--- src/rtl/decode_regfile_pkg.sv ---
// Shared processor package for the decode stage.
// Holds the default datapath/register-file sizes and the instruction field
// bit positions used to slice the fetched instruction word.
package decode_regfile_pkg;

    localparam int unsigned XLEN_DEFAULT = 32;
    localparam int unsigned NREG_DEFAULT = 32;

    localparam int unsigned OPCODE_MSB = 6;
    localparam int unsigned OPCODE_LSB = 0;
    localparam int unsigned RD_MSB     = 11;
    localparam int unsigned RD_LSB     = 7;
    localparam int unsigned RS1_MSB    = 19;
    localparam int unsigned RS1_LSB    = 15;
    localparam int unsigned RS2_MSB    = 24;
    localparam int unsigned RS2_LSB    = 20;

    localparam int unsigned OPCODE_W = OPCODE_MSB - OPCODE_LSB + 1;

endpackage : decode_regfile_pkg

--- src/rtl/decode_regfile_regfile_array.sv ---
// Register array: NREG x XLEN, register 0 hard-wired to zero.
// Ports:
//   clk, reset              - clock, asynchronous active-high reset (clears all)
//   we, waddr, wdata        - synchronous write port (writes to index 0 dropped)
//   raddr1/rdata1,
//   raddr2/rdata2           - two asynchronous read ports
import decode_regfile_pkg::*;

module regfile_array #(
    parameter int unsigned XLEN = XLEN_DEFAULT,
    parameter int unsigned NREG = NREG_DEFAULT,
    parameter int unsigned AW   = $clog2(NREG)
) (
    input  logic            clk,
    input  logic            reset,
    input  logic            we,
    input  logic [AW-1:0]   waddr,
    input  logic [XLEN-1:0] wdata,
    input  logic [AW-1:0]   raddr1,
    output logic [XLEN-1:0] rdata1,
    input  logic [AW-1:0]   raddr2,
    output logic [XLEN-1:0] rdata2
);

    logic [XLEN-1:0] mem [NREG];

    always_ff @(posedge clk or posedge reset) begin
        if (reset) begin
            for (int unsigned i = 0; i < NREG; i++) begin
                mem[i] <= '0;
            end
        end else if (we && (waddr != '0)) begin
            mem[waddr] <= wdata;
        end
    end

    assign rdata1 = (raddr1 == '0) ? '0 : mem[raddr1];
    assign rdata2 = (raddr2 == '0) ? '0 : mem[raddr2];

endmodule : regfile_array

--- src/rtl/decode_regfile.sv ---
// Decode stage with integrated register file.
// Accepts an instruction from fetch, reads (with write-back bypass) its two
// source operands and presents them with rd/opcode to execute one cycle later
// over a valid/ready handshake.
// Ports:
//   clk, reset                 - clock, asynchronous active-high reset
//   in_valid, in_ready, instr  - fetch-side handshake and instruction word
//   flush                      - drop the held or arriving instruction
//   wb_en, wb_addr, wb_data    - register write-back
//   out_valid, out_ready       - execute-side handshake
//   rs1_data, rs2_data         - source operands
//   rd_addr, opcode            - destination index and opcode
import decode_regfile_pkg::*;

module decode_regfile #(
    parameter int unsigned XLEN = XLEN_DEFAULT,
    parameter int unsigned NREG = NREG_DEFAULT,
    localparam int unsigned AW  = $clog2(NREG)
) (
    input  logic                clk,
    input  logic                reset,
    input  logic                in_valid,
    output logic                in_ready,
    input  logic [31:0]         instr,
    input  logic                flush,
    input  logic                wb_en,
    input  logic [AW-1:0]       wb_addr,
    input  logic [XLEN-1:0]     wb_data,
    output logic                out_valid,
    input  logic                out_ready,
    output logic [XLEN-1:0]     rs1_data,
    output logic [XLEN-1:0]     rs2_data,
    output logic [AW-1:0]       rd_addr,
    output logic [OPCODE_W-1:0] opcode
);

    logic [AW-1:0]       rs1_idx;
    logic [AW-1:0]       rs2_idx;
    logic [AW-1:0]       rd_idx;
    logic [OPCODE_W-1:0] opc;
    logic [XLEN-1:0]     arr_rd1;
    logic [XLEN-1:0]     arr_rd2;
    logic [XLEN-1:0]     src1;
    logic [XLEN-1:0]     src2;
    logic                transfer;
    logic                hold;
    // Source indices of the held instruction, kept so write-backs that land
    // while execute stalls can refresh the held operands.
    logic [AW-1:0]       rs1_idx_q;
    logic [AW-1:0]       rs2_idx_q;
    logic                unused_instr_bits;

    assign rs1_idx = AW'(instr[RS1_MSB:RS1_LSB]);
    assign rs2_idx = AW'(instr[RS2_MSB:RS2_LSB]);
    assign rd_idx  = AW'(instr[RD_MSB:RD_LSB]);
    assign opc     = instr[OPCODE_MSB:OPCODE_LSB];
    assign unused_instr_bits = ^{instr[31:25], instr[14:12]};

    regfile_array #(
        .XLEN (XLEN),
        .NREG (NREG),
        .AW   (AW)
    ) u_regfile (
        .clk    (clk),
        .reset  (reset),
        .we     (wb_en),
        .waddr  (wb_addr),
        .wdata  (wb_data),
        .raddr1 (rs1_idx),
        .rdata1 (arr_rd1),
        .raddr2 (rs2_idx),
        .rdata2 (arr_rd2)
    );

    assign in_ready = !out_valid || out_ready;
    assign transfer = in_valid && in_ready && !flush;
    assign hold     = out_valid && !out_ready;

    // Same-cycle write-back bypass for the arriving instruction.
    always_comb begin
        src1 = arr_rd1;
        src2 = arr_rd2;
        if (wb_en && (wb_addr == rs1_idx) && (rs1_idx != '0)) begin
            src1 = wb_data;
        end
        if (wb_en && (wb_addr == rs2_idx) && (rs2_idx != '0)) begin
            src2 = wb_data;
        end
    end

    always_ff @(posedge clk or posedge reset) begin
        if (reset) begin
            out_valid <= 1'b0;
            rs1_data  <= '0;
            rs2_data  <= '0;
            rd_addr   <= '0;
            opcode    <= '0;
            rs1_idx_q <= '0;
            rs2_idx_q <= '0;
        end else if (flush) begin
            out_valid <= 1'b0;
        end else if (transfer) begin
            out_valid <= 1'b1;
            rs1_data  <= src1;
            rs2_data  <= src2;
            rd_addr   <= rd_idx;
            opcode    <= opc;
            rs1_idx_q <= rs1_idx;
            rs2_idx_q <= rs2_idx;
        end else if (hold) begin
            if (wb_en && (wb_addr == rs1_idx_q) && (rs1_idx_q != '0)) begin
                rs1_data <= wb_data;
            end
            if (wb_en && (wb_addr == rs2_idx_q) && (rs2_idx_q != '0)) begin
                rs2_data <= wb_data;
            end
        end else begin
            // Empty, or drained by execute with nothing new arriving; the
            // payload registers keep their last values.
            out_valid <= 1'b0;
        end
    end

endmodule : decode_regfile

--- config.mk ---
export PLATFORM = sky130hd
export DESIGN_NAME = decode_regfile
export DESIGN_NICKNAME = d
export VERILOG_FILES = /design/src/rtl/decode_regfile_pkg.sv /design/src/rtl/decode_regfile_regfile_array.sv /design/src/rtl/decode_regfile.sv
export SDC_FILE = /design/constraint.sdc
export NUM_CORES = 2
export LEC_CHECK = 0
export ABC_CLOCK_PERIOD_IN_PS = 99900
export CAP_MARGIN = 10
export CORE_ASPECT_RATIO = 1.4
export CORE_UTILIZATION = 54
export CTS_CLUSTER_DIAMETER = 60
export DETAILED_ROUTE_END_ITERATION = 7
export DONT_BUFFER_PORTS = 1
export HOLD_SLACK_MARGIN = 0.02
export PLACE_DENSITY = 0.69
export SLEW_MARGIN = 10
export SYNTH_ARGS = -nofsm -noshare
export SYNTH_HDL_FRONTEND = slang
export SYNTH_SLANG_ARGS = --single-unit
--- constraint.sdc ---
create_clock -name clk -period 99.9 [get_ports clk]
set_input_delay 24.975 -clock clk [delete_from_list [all_inputs] [get_ports clk]]
set_output_delay 24.975 -clock clk [all_outputs]
set_load 0.02 [all_outputs]
==> metrics.cfg <==
[power_and_ir_drop]
clockPowerShare_pct=35.1
swShare_pct=26.3
pwr-share-comb_pct=16.6
p_seq_share_pct=48.3
ir_worst_vdd_v=0.0000153
leakagePower_nw=27.1
intPower_mw=0.928
p_switching_mw=0.331
p_per_area_nw_per_um2=20.3

[routing]
routed_wl_um=174000
firstDrtPassIters=5
wire_per_inst_um=33.7
vias=36600
ant_nets=0
avgViaCountPerCell=7.12
dr.first_iter.drc_count=3362
drc=0

[synthesis]
synth_top_area_share_pct=48.0
synthArstFlopShare_pct=100
synthTopCellsByCount=dfrtp_1 (1,111), mux2_2 (971), mux4_2 (386), mux2i_1 (254), clkbuf_1 (238)
synth_cell_types=41
synth.cell_area_um2=57900
syn-num-nets=4050
synth_cells=3975
synth_seq_area_share_pct=48.0
synth_area_leader_cell=dfrtp_1
synth_edf_count=0
ys_ff_latch=1111
synth-main-ff-cell=dfrtp_1
yosysWarnings=0
postSynthAreaPerCell_um2=14.6
synth_area_leaders=dfrtp_1 (48%), mux2_2 (19%), mux4_2 (15%), mux2i_1 (4.4%), a22o_1 (1.9%)
synth_most_common_cell=dfrtp_1

[place]
port_buffers=0
place_hpwl_um=90300
dp.cells=4939
place.gp.congestion=0.776

[clocking]
cts_setup_buffers=0
cts_made_buffers=113
clockBufferDepth=3
ctsResizeCount=0
clkLatencyLatePin_ns=0.75
root_buffer=clkbuf_16
cts_tree=yes
cts_hold_buf=0
clk_pin_slew_worst_paths_ns=0.06
clkSinkCount=1111
ctsHtreeMaxLevel=3

[worst_setup_path]
path_class=in2out
path_buf_inv=1
cpMaxStageDelayCell=nor2b_1
cp-start-kind=input port
crit_required_ns=74.93
cp_top_family=simple AND/OR/NAND/NOR gates
slowest_delay_ns=0.44
path_cells=nor2b_1 > inv_1
crit_arrival_ns=25.76
cp-end-kind=output port
critPathMaxFanout=3

[timing]
slew_violations=0
rsz0062_at_grt=no
setup_viol=0
tns_ns=0
worst_slew_pin_slew_ns=1.21
hold_viol_final=0
fin_skew_ns=0.0404
max_freq_ghz=0.0197
timing.final.crit_share_pct=50.8
final.min_clock_period_ns=50.73
max_slew_margin_pct=19.0

[die]
fp.dieH_um=389
core_area_um2=106000
floorplan.initialDensity_pct=54.7
fp.dieW_um=279
io_pins=153
die-area_um2=109000
num_rows=141

[layout]
fin_nets=3771
area_growth_pct=7.14
final_cells=5149
drive_gt1_share_pct=43.9

[global_route]
antenna_found_initial=0
grt_usage_pct=32.5
grt_max_degree=324
grt_pass1_vias=38200
grt_first_pass_wirelength_um=257000
grt_overflow_total=0

[run_status]
outcome=complete, no violations

[flow_run]
maxCapViolations=0

[hold_path]
min_path_type=reg2reg

## kinds of logic after synthesis
| family | after synthesis | synth area share (%) |
|---|---|---|
| multiplexers | 1656 | 39.2 |
| buffers and inverters | 525 | 4.21 |
| AND/OR/NAND/NOR | 149 | 1.36 |
| flip-flops | 1111 | 48.0 |
| AO/OA/AOI/OAI | 516 | 7.00 |
| XOR/XNOR | 18 | 0.272 |
## placed cells by master (no fill, tap or decap), drive strengths merged, types with 2 or more instances in the layout
cell	n
o221ai	126
xor2	8
mux4	386
nor2b	3
a211oi	62
or4	2
nand3	66
o22ai	64
nor3b	8
o21ai	66
clkinv	27
a22o	126
or3b	3
and2	2
a211o	64
o41ai	2
nor2	21
nor4	6
bufinv	7
mux2i	254
dfrtp	1111
mux2	1016
o311a	2
inv	69
nand3b	6
or2	5
a31o	4
clkbuf	172
buf	65
xnor2	10
nand2	24
## stage by stage
| step | hold slack [ns] | area (µm²) | util, % | setup WS (ns) | power (mW) |
|---|---|---|---|---|---|
| global placement | 0.376 | 58200 | 54.9 | 49.11 | 0.810 |
| finish | 0.396 | 62100 | 58.6 | 49.17 | 1.26 |
| CTS | 0.397 | 62000 | 58.6 | 49.11 | 1.26 |
| floorplan | 0.441 | 57900 | - | 43.64 | 0.786 |
| global route | 0.409 | 62000 | 58.6 | 49.08 | 1.31 |
| detailed placement | 0.383 | 58200 | 54.9 | 49.11 | 0.823 |
## power by group through the flow
| stage | clock network, mW | registers (mW) | logic [mW] |
|---|---|---|---|
| 3_5_place_dp | 0 | 0.614 | 0.209 |
| 6_report | 0.442 | 0.608 | 0.209 |
| 2_1_floorplan | 0 | 0.593 | 0.193 |
| 5_1_grt | 0.464 | 0.619 | 0.225 |
| 3_3_place_gp | 0 | 0.607 | 0.203 |
| 4_1_cts | 0.448 | 0.606 | 0.209 |
## worst paths after layout
| path | from | slack, ns | cells past startpoint | end |
|---|---|---|---|---|
| setup / recovery | out_ready | 49.17 | 2 | in_ready |
| min in group asynchronous | reset | 24.29 | 1 | u_regfile.mem[420] |
| hold reg to reg | u_regfile.mem[1002] | 0.40 | 0 | u_regfile.mem[1002] |
| setup reg to reg | out_valid | 96.50 | 7 | rs1_data[2] |
| hold / removal | u_regfile.mem[1002] | 0.40 | 0 | u_regfile.mem[1002] |
| max in group asynchronous | reset | 70.97 | 6 | u_regfile.mem[250] |
## metal layers
layer / track usage, % / vias up / share of wire [%]
met4: 13.9 / 0 / 4.2
met5: 0 / - / 0
met3: 6.90 / 403 / 8.2
met2: 53.1 / 1438 / 49
li1: - / 14800 / -
met1: 42.1 / 20000 / 39
## flip-flops by register name, summed over array words and instances, names as in the netlist
name	cells
opcode	7
rs1_data	32
u_regfile.mem	1024
rs2_data	32
rs1_idx_q	5
out_valid	1
rd_addr	5
rs2_idx_q	5
## cell type report
| type | count | area (µm²) |
|---|---|---|
| clock buffer | 172 | 3440 |
| fill | 8242 | 43800 |
| tap | 1358 | 1700 |
| multi-input combinational | 2339 | 27900 |
| inverter | 66 | 255 |
| timing repair buffer | 65 | 488 |
| clock inverter | 37 | 450 |
| antenna | 1 | 2.50 |
| sequential | 1111 | 27800 |
Power figures use the tool's default switching activity.
